===== config.mk =====
export PLATFORM = sky130hd
export DESIGN_NAME = imem_access_arbiter
export DESIGN_NICKNAME = d
export VERILOG_FILES = /design/src/rtl/imem_access_arbiter.sv
export SDC_FILE = /design/constraint.sdc
export NUM_CORES = 1
export LEC_CHECK = 0
export CAP_MARGIN = 20
export CORE_ASPECT_RATIO = 0.5
export CORE_MARGIN = 5
export CORE_UTILIZATION = 30
export CTS_BUF_LIST = sky130_fd_sc_hd__clkbuf_4
export CTS_CLUSTER_SIZE = 40
export DETAILED_ROUTE_END_ITERATION = 7
export GPL_ROUTABILITY_DRIVEN = 0
export PLACE_DENSITY = 0.87
export REMOVE_ABC_BUFFERS = 1
export SLEW_MARGIN = 20
export SYNTH_ARGS = -nofsm -noshare
export SYNTH_HDL_FRONTEND = slang
export SYNTH_SLANG_ARGS = --single-unit

===== constraint.sdc =====
create_clock -name clk_i -period 2.2 [get_ports clk_i]
set_clock_uncertainty 0.1 [all_clocks]
set_input_delay 0.33 -clock clk_i [delete_from_list [all_inputs] [get_ports clk_i]]
set_output_delay 0.33 -clock clk_i [all_outputs]
set_load 0.005 [all_outputs]

===== src/rtl/imem_access_arbiter.sv =====
// rtl/imem_access_arbiter.sv - instruction memory port arbiter between core fetch and program loader
module imem_access_arbiter #(
    parameter int MEM_SIZE = 64,
    parameter int ADDR_W   = 32,
    parameter int CNT_W    = $clog2(MEM_SIZE) + 1
) (
    input  logic              clk_i,
    input  logic              rst_i,
    input  logic              fetch_req_i,
    input  logic [ADDR_W-1:0] fetch_addr_i,
    output logic              fetch_gnt_o,
    output logic [31:0]       fetch_instr_o,
    output logic              fetch_valid_o,
    output logic              core_stall_o,
    input  logic              ld_req_i,
    input  logic [ADDR_W-1:0] ld_addr_i,
    input  logic [31:0]       ld_data_i,
    input  logic              ld_done_i,
    output logic              ld_gnt_o,
    output logic [CNT_W-1:0]  ld_count_o,
    output logic [ADDR_W-1:0] mem_addr_o,
    output logic              mem_we_o,
    output logic [31:0]       mem_wdata_o,
    input  logic [31:0]       mem_rdata_i,
    output logic              err_o
);

    localparam logic [31:0]      NOP_INSTR = 32'h00000013;
    localparam logic [CNT_W-1:0] CNT_MAX   = CNT_W'(MEM_SIZE);

    typedef enum logic [1:0] {
        RUN    = 2'd0,
        DRAIN  = 2'd1,
        LOAD   = 2'd2,
        RESUME = 2'd3
    } state_t;

    state_t state;

    // word aligned and inside the array
    function automatic logic addr_legal(input logic [ADDR_W-1:0] addr);
        logic [ADDR_W-1:0] word_idx;
        word_idx = addr >> 2;
        return (addr[1:0] == 2'b00) && (word_idx < ADDR_W'(MEM_SIZE));
    endfunction

    logic fetch_legal;
    logic ld_legal;

    assign fetch_legal = addr_legal(fetch_addr_i);
    assign ld_legal    = addr_legal(ld_addr_i);

    // port ownership follows the state: loader only in LOAD, fetch only in RUN
    assign fetch_gnt_o  = (state == RUN) && fetch_req_i;
    assign ld_gnt_o     = (state == LOAD) && ld_req_i;
    assign mem_addr_o   = (state == LOAD) ? ld_addr_i : fetch_addr_i;
    assign mem_we_o     = ld_gnt_o && ld_legal;
    assign mem_wdata_o  = ld_data_i;
    assign core_stall_o = (state != RUN);

    // arbitration FSM with the fetch response, load counter and sticky error
    always_ff @(posedge clk_i or posedge rst_i) begin
        if (rst_i) begin
            state         <= RUN;
            fetch_instr_o <= NOP_INSTR;
            fetch_valid_o <= 1'b0;
            ld_count_o    <= '0;
            err_o         <= 1'b0;
        end else begin
            fetch_valid_o <= 1'b0;
            case (state)
                RUN: begin
                    // a fetch in the same cycle as a load request still wins that cycle
                    if (fetch_req_i) begin
                        fetch_valid_o <= 1'b1;
                        if (fetch_legal) begin
                            fetch_instr_o <= mem_rdata_i;
                        end else begin
                            fetch_instr_o <= NOP_INSTR;
                            err_o         <= 1'b1;
                        end
                    end
                    if (ld_req_i) begin
                        state <= DRAIN;
                    end
                end
                DRAIN: begin
                    // the in-flight response is visible this cycle; a new session starts clean
                    ld_count_o <= '0;
                    err_o      <= 1'b0;
                    state      <= LOAD;
                end
                LOAD: begin
                    // a write offered with done is still consumed before leaving
                    if (ld_req_i) begin
                        if (ld_legal) begin
                            if (ld_count_o != CNT_MAX) begin
                                ld_count_o <= ld_count_o + 1'b1;
                            end
                        end else begin
                            err_o <= 1'b1;
                        end
                    end
                    if (ld_done_i) begin
                        state <= RESUME;
                    end
                end
                RESUME: begin
                    state <= RUN;
                end
                default: begin
                    state <= RUN;
                end
            endcase
        end
    end

endmodule


==> metrics.txt <==
Critical Path Slowest Stage Cell dfrtp_1; largest net degree at the start of global routing 62; Yosys warnings 0; maximum resistive drop on vdd 0.3275 mV; via count of the first global-routing pass about 3,100; average routed wire per standard cell ~21 um; Placement Rows 24; number of distinct library cell variants in the gate-level netlist after synthesis 35; worst-path fanout max 3; Inserted Clock Buffers 5; max incr delay on CP 0.41 ns; Final Max Tran Viols 0; die height 76.85 um; Pre-antenna DRT Iters 4; Yosys top cell area share between 30% and 40%; share of flip-flops with an asynchronous set or reset 100.0%; post-layout min period 2.335 ns; arrival time reported for the critical path endpoint ~1.9 ns; sequential area share after synthesis 40.27%; worst path required time 1.77 ns; Worst Path Class, Setup reg2out; worst slack on hold paths 0.1732 ns; Fin. Hold Viols 0; Iter 0 DRT Violations 127; leakage power summed over all cells 2.001 nW; initial standard-cell utilization of the core between 30% and 40%; Finish-stage setup viols 9; most frequent cell after synthesis nand2_1; cts hold-fix bufs 0; net count of the finished layout 600; number of sinks driven by the clock tree between 40 and 50; number of cells in the design after placement between 500 and 600; cell accounting for the most synthesized area dfrtp_1; synth cell count leaders nand2_1 (63), dfrtp_1 (40), buf_4 (33), mux2_2 (33), o21ai_0 (21); Reg clk slew, reported paths 0.13 ns; Seq cells post-synth 43; Cell Pwr Density just under 700 nW/um2; vias per inst approximately 4.8; nature of the critical path endpoint output port; ant diodes 0; Max-cap violations 0; FILL cells 752; violated checks setup timing; worst min-delay path category in2async; crit-path leading delay family simple AND/OR/NAND/NOR gates; first-pass GRT wire length 17,890 um; number of top-level design ports ~240; Final Power 3.261 mW; sum of buffers and inverters on the critical path 4; clock tree root driver cell clkbuf_4; transition time at the pin with the least slew margin 0.5351 ns; Port-buffer cells 177; post-synthesis instance area 2681 um2; Clock Tree Buf Depth 2; overall routing resource usage 21.48%; Total Die Area 11,040 um2; Overflow after GRT 0; maximum clock rate 428.2 MHz; clock tree from TritonCTS done; ys flop type dfrtp_1; TNS Setup -0.2221 ns; unrepaired setup endpoints after global routing yes; Core Area 8708 um2; antenna violations before repair 0; fraction of final layout cells with drive strength greater than 1 27.71%; register-to-register setup slack -0.02 ns; r2r worst-path depth 11; PnR worst setup slack -0.1355 ns; clock latency on the worst-skew pair 0.36 ns; Cell Count, Final, Fillers Out 579; worst-case headroom to the max-slew limit 64.33%; critical path launch point state[0]; fin util between 50% and 60%; DRT antenna net count 0; maximum level of the CTS H-tree 2; run status complete, but fails checks; category of the worst setup path launch point flip-flop; series of cell instances along the critical path inv_2 -> ha_4 -> buf_12 -> buf_6 -> nor4b_4 -> nand4_2 -> nor3_4 -> buf_2; mean instance size in the synthesized netlist slightly above 9 um2; Post-DP HPWL 9859 um; period utilisation layout 106.2%; Post-Syn Instances 289; synthesis-to-layout area growth 75.92%; number of enable-type register cells in the synthesized netlist 0; critical register-to-register path startpoint state[0]; detailed-route DRC error count 0; Die Span X 143.7 um; total number of vias 2,789; worst r2r dst ld_count_o[6]; wirelength, routed 12,310 um; cell types with the largest area share after synthesis dfrtp_1 (37%), mux2_2 (14%), buf_4 (9.2%)
## power by group
| part | switching (mW) | leakage [nW] | internal (mW) |
|---|---|---|---|
| logic | 0.815 | 1.38 | 1.19 |
| registers | 0.0231 | 0.582 | 0.824 |
| clock network | 0.263 | 0.0361 | 0.150 |
| total | 1.10 | 2.00 | 2.16 |
## flip-flops by register name, indices dropped and copies added (netlist names)
name           cells
ld_count_o         7
fetch_valid_o      1
state              2
err_o              1
fetch_instr_o     32
## layer usage
| layer | up-vias | track usage [%] | part of all wire (%) |
|---|---|---|---|
| met5 | - | 6.699 | 0.87 |
| met4 | 2 | 5.169 | 1.9 |
| met3 | 26 | 12.31 | 12 |
| met2 | 127 | 35.46 | 48 |
| met1 | 1329 | 23.46 | 37 |
| li1 | 1305 | - | - |
## worst max path at each step
stage / to / slack (ns) / depth (start not counted)
final: mem_we_o / -0.14 / 8
after global routing: mem_we_o / -0.22 / 8
after CTS: mem_we_o / -0.14 / 8
after detailed placement: mem_we_o / -0.39 / 6
after global placement: mem_we_o / -0.42 / 6
after floorplan: ld_count_o[1] / -0.61 / 7
## worst register-to-register path, delay by kind of cell (launching register included)
family / cells / cell delay [ns]
xor gates and xnor gates: 1 / 0.14
and+or+nand+nor: 4 / 0.68
buffers and inverters: 5 / 0.59
DFF: 1 / 0.41
adders and majority gates: 1 / 0.16
## final cells by class
| type | count | area, um2 | share of cell area, % |
|---|---|---|---|
| clock buffer | 7 | 52.55 | 1.114 |
| clock inverter | 1 | 5.005 | 0.1061 |
| sequential | 43 | 1080 | 22.89 |
| timing repair buffer | 210 | 2016 | 42.73 |
| inverter | 12 | 47.55 | 1.008 |
| tap | 117 | 146.4 | 3.103 |
| multi-input combinational | 189 | 1370 | 29.05 |
## cell usage in the layout (no fill, tap or decap), types with 2 or more instances in the layout
cell type        count
nor4_2               3
clkdlybuf4s50_1    141
nand3_1              6
o21ai_1              8
mux2_2              24
inv_2                3
buf_6               15
ha_4                 2
inv_1                8
mux2i_1              4
clkbuf_2             3
clkbuf_4             7
nor2_1               8
nor3_1               2
o21ai_0             21
nor2_2               2
nand2_1             62
ha_1                 4
mux2_4              10
clkdlybuf4s15_1      7
buf_2               17
dfrtp_1             40
nand4_1              3
nor4_4               2
a2bb2oi_1            4
buf_4               22
buf_12               5
dfstp_2              3
nor4_1               8
## cells by family (layout without fill, tap and decap cells)
family	count (synthesis)	after routing	share of synthesized area, %
adders and majority gates	6	6	2.800
muxes	38	38	15.91
DFF	43	43	40.27
xor gates and xnor gates	1	1	0.3267
buffers and inverters	57	230	12.74
AOI/OAI and AO/OA	40	40	8.820
and+or+nand+nor	104	104	19.13
## timing repair
action / 4_1_cts / 5_1_grt
pin swaps: 3 / 6
gates cloned: 2 / 0
buffers inserted: 11 / 4
gates resized for setup: 147 / 27
setup endpoints to repair: 36 / 32
## through the flow
step	setup slack, ns	cell area [um2]
2_1_floorplan	-0.6115	2385
3_3_place_gp	-0.4230	4478
3_5_place_dp	-0.3872	4478
4_1_cts	-0.1393	4712
5_1_grt	-0.2195	4717
6_report	-0.1355	4717
Note: power is estimated with default switching activity, not from simulation.
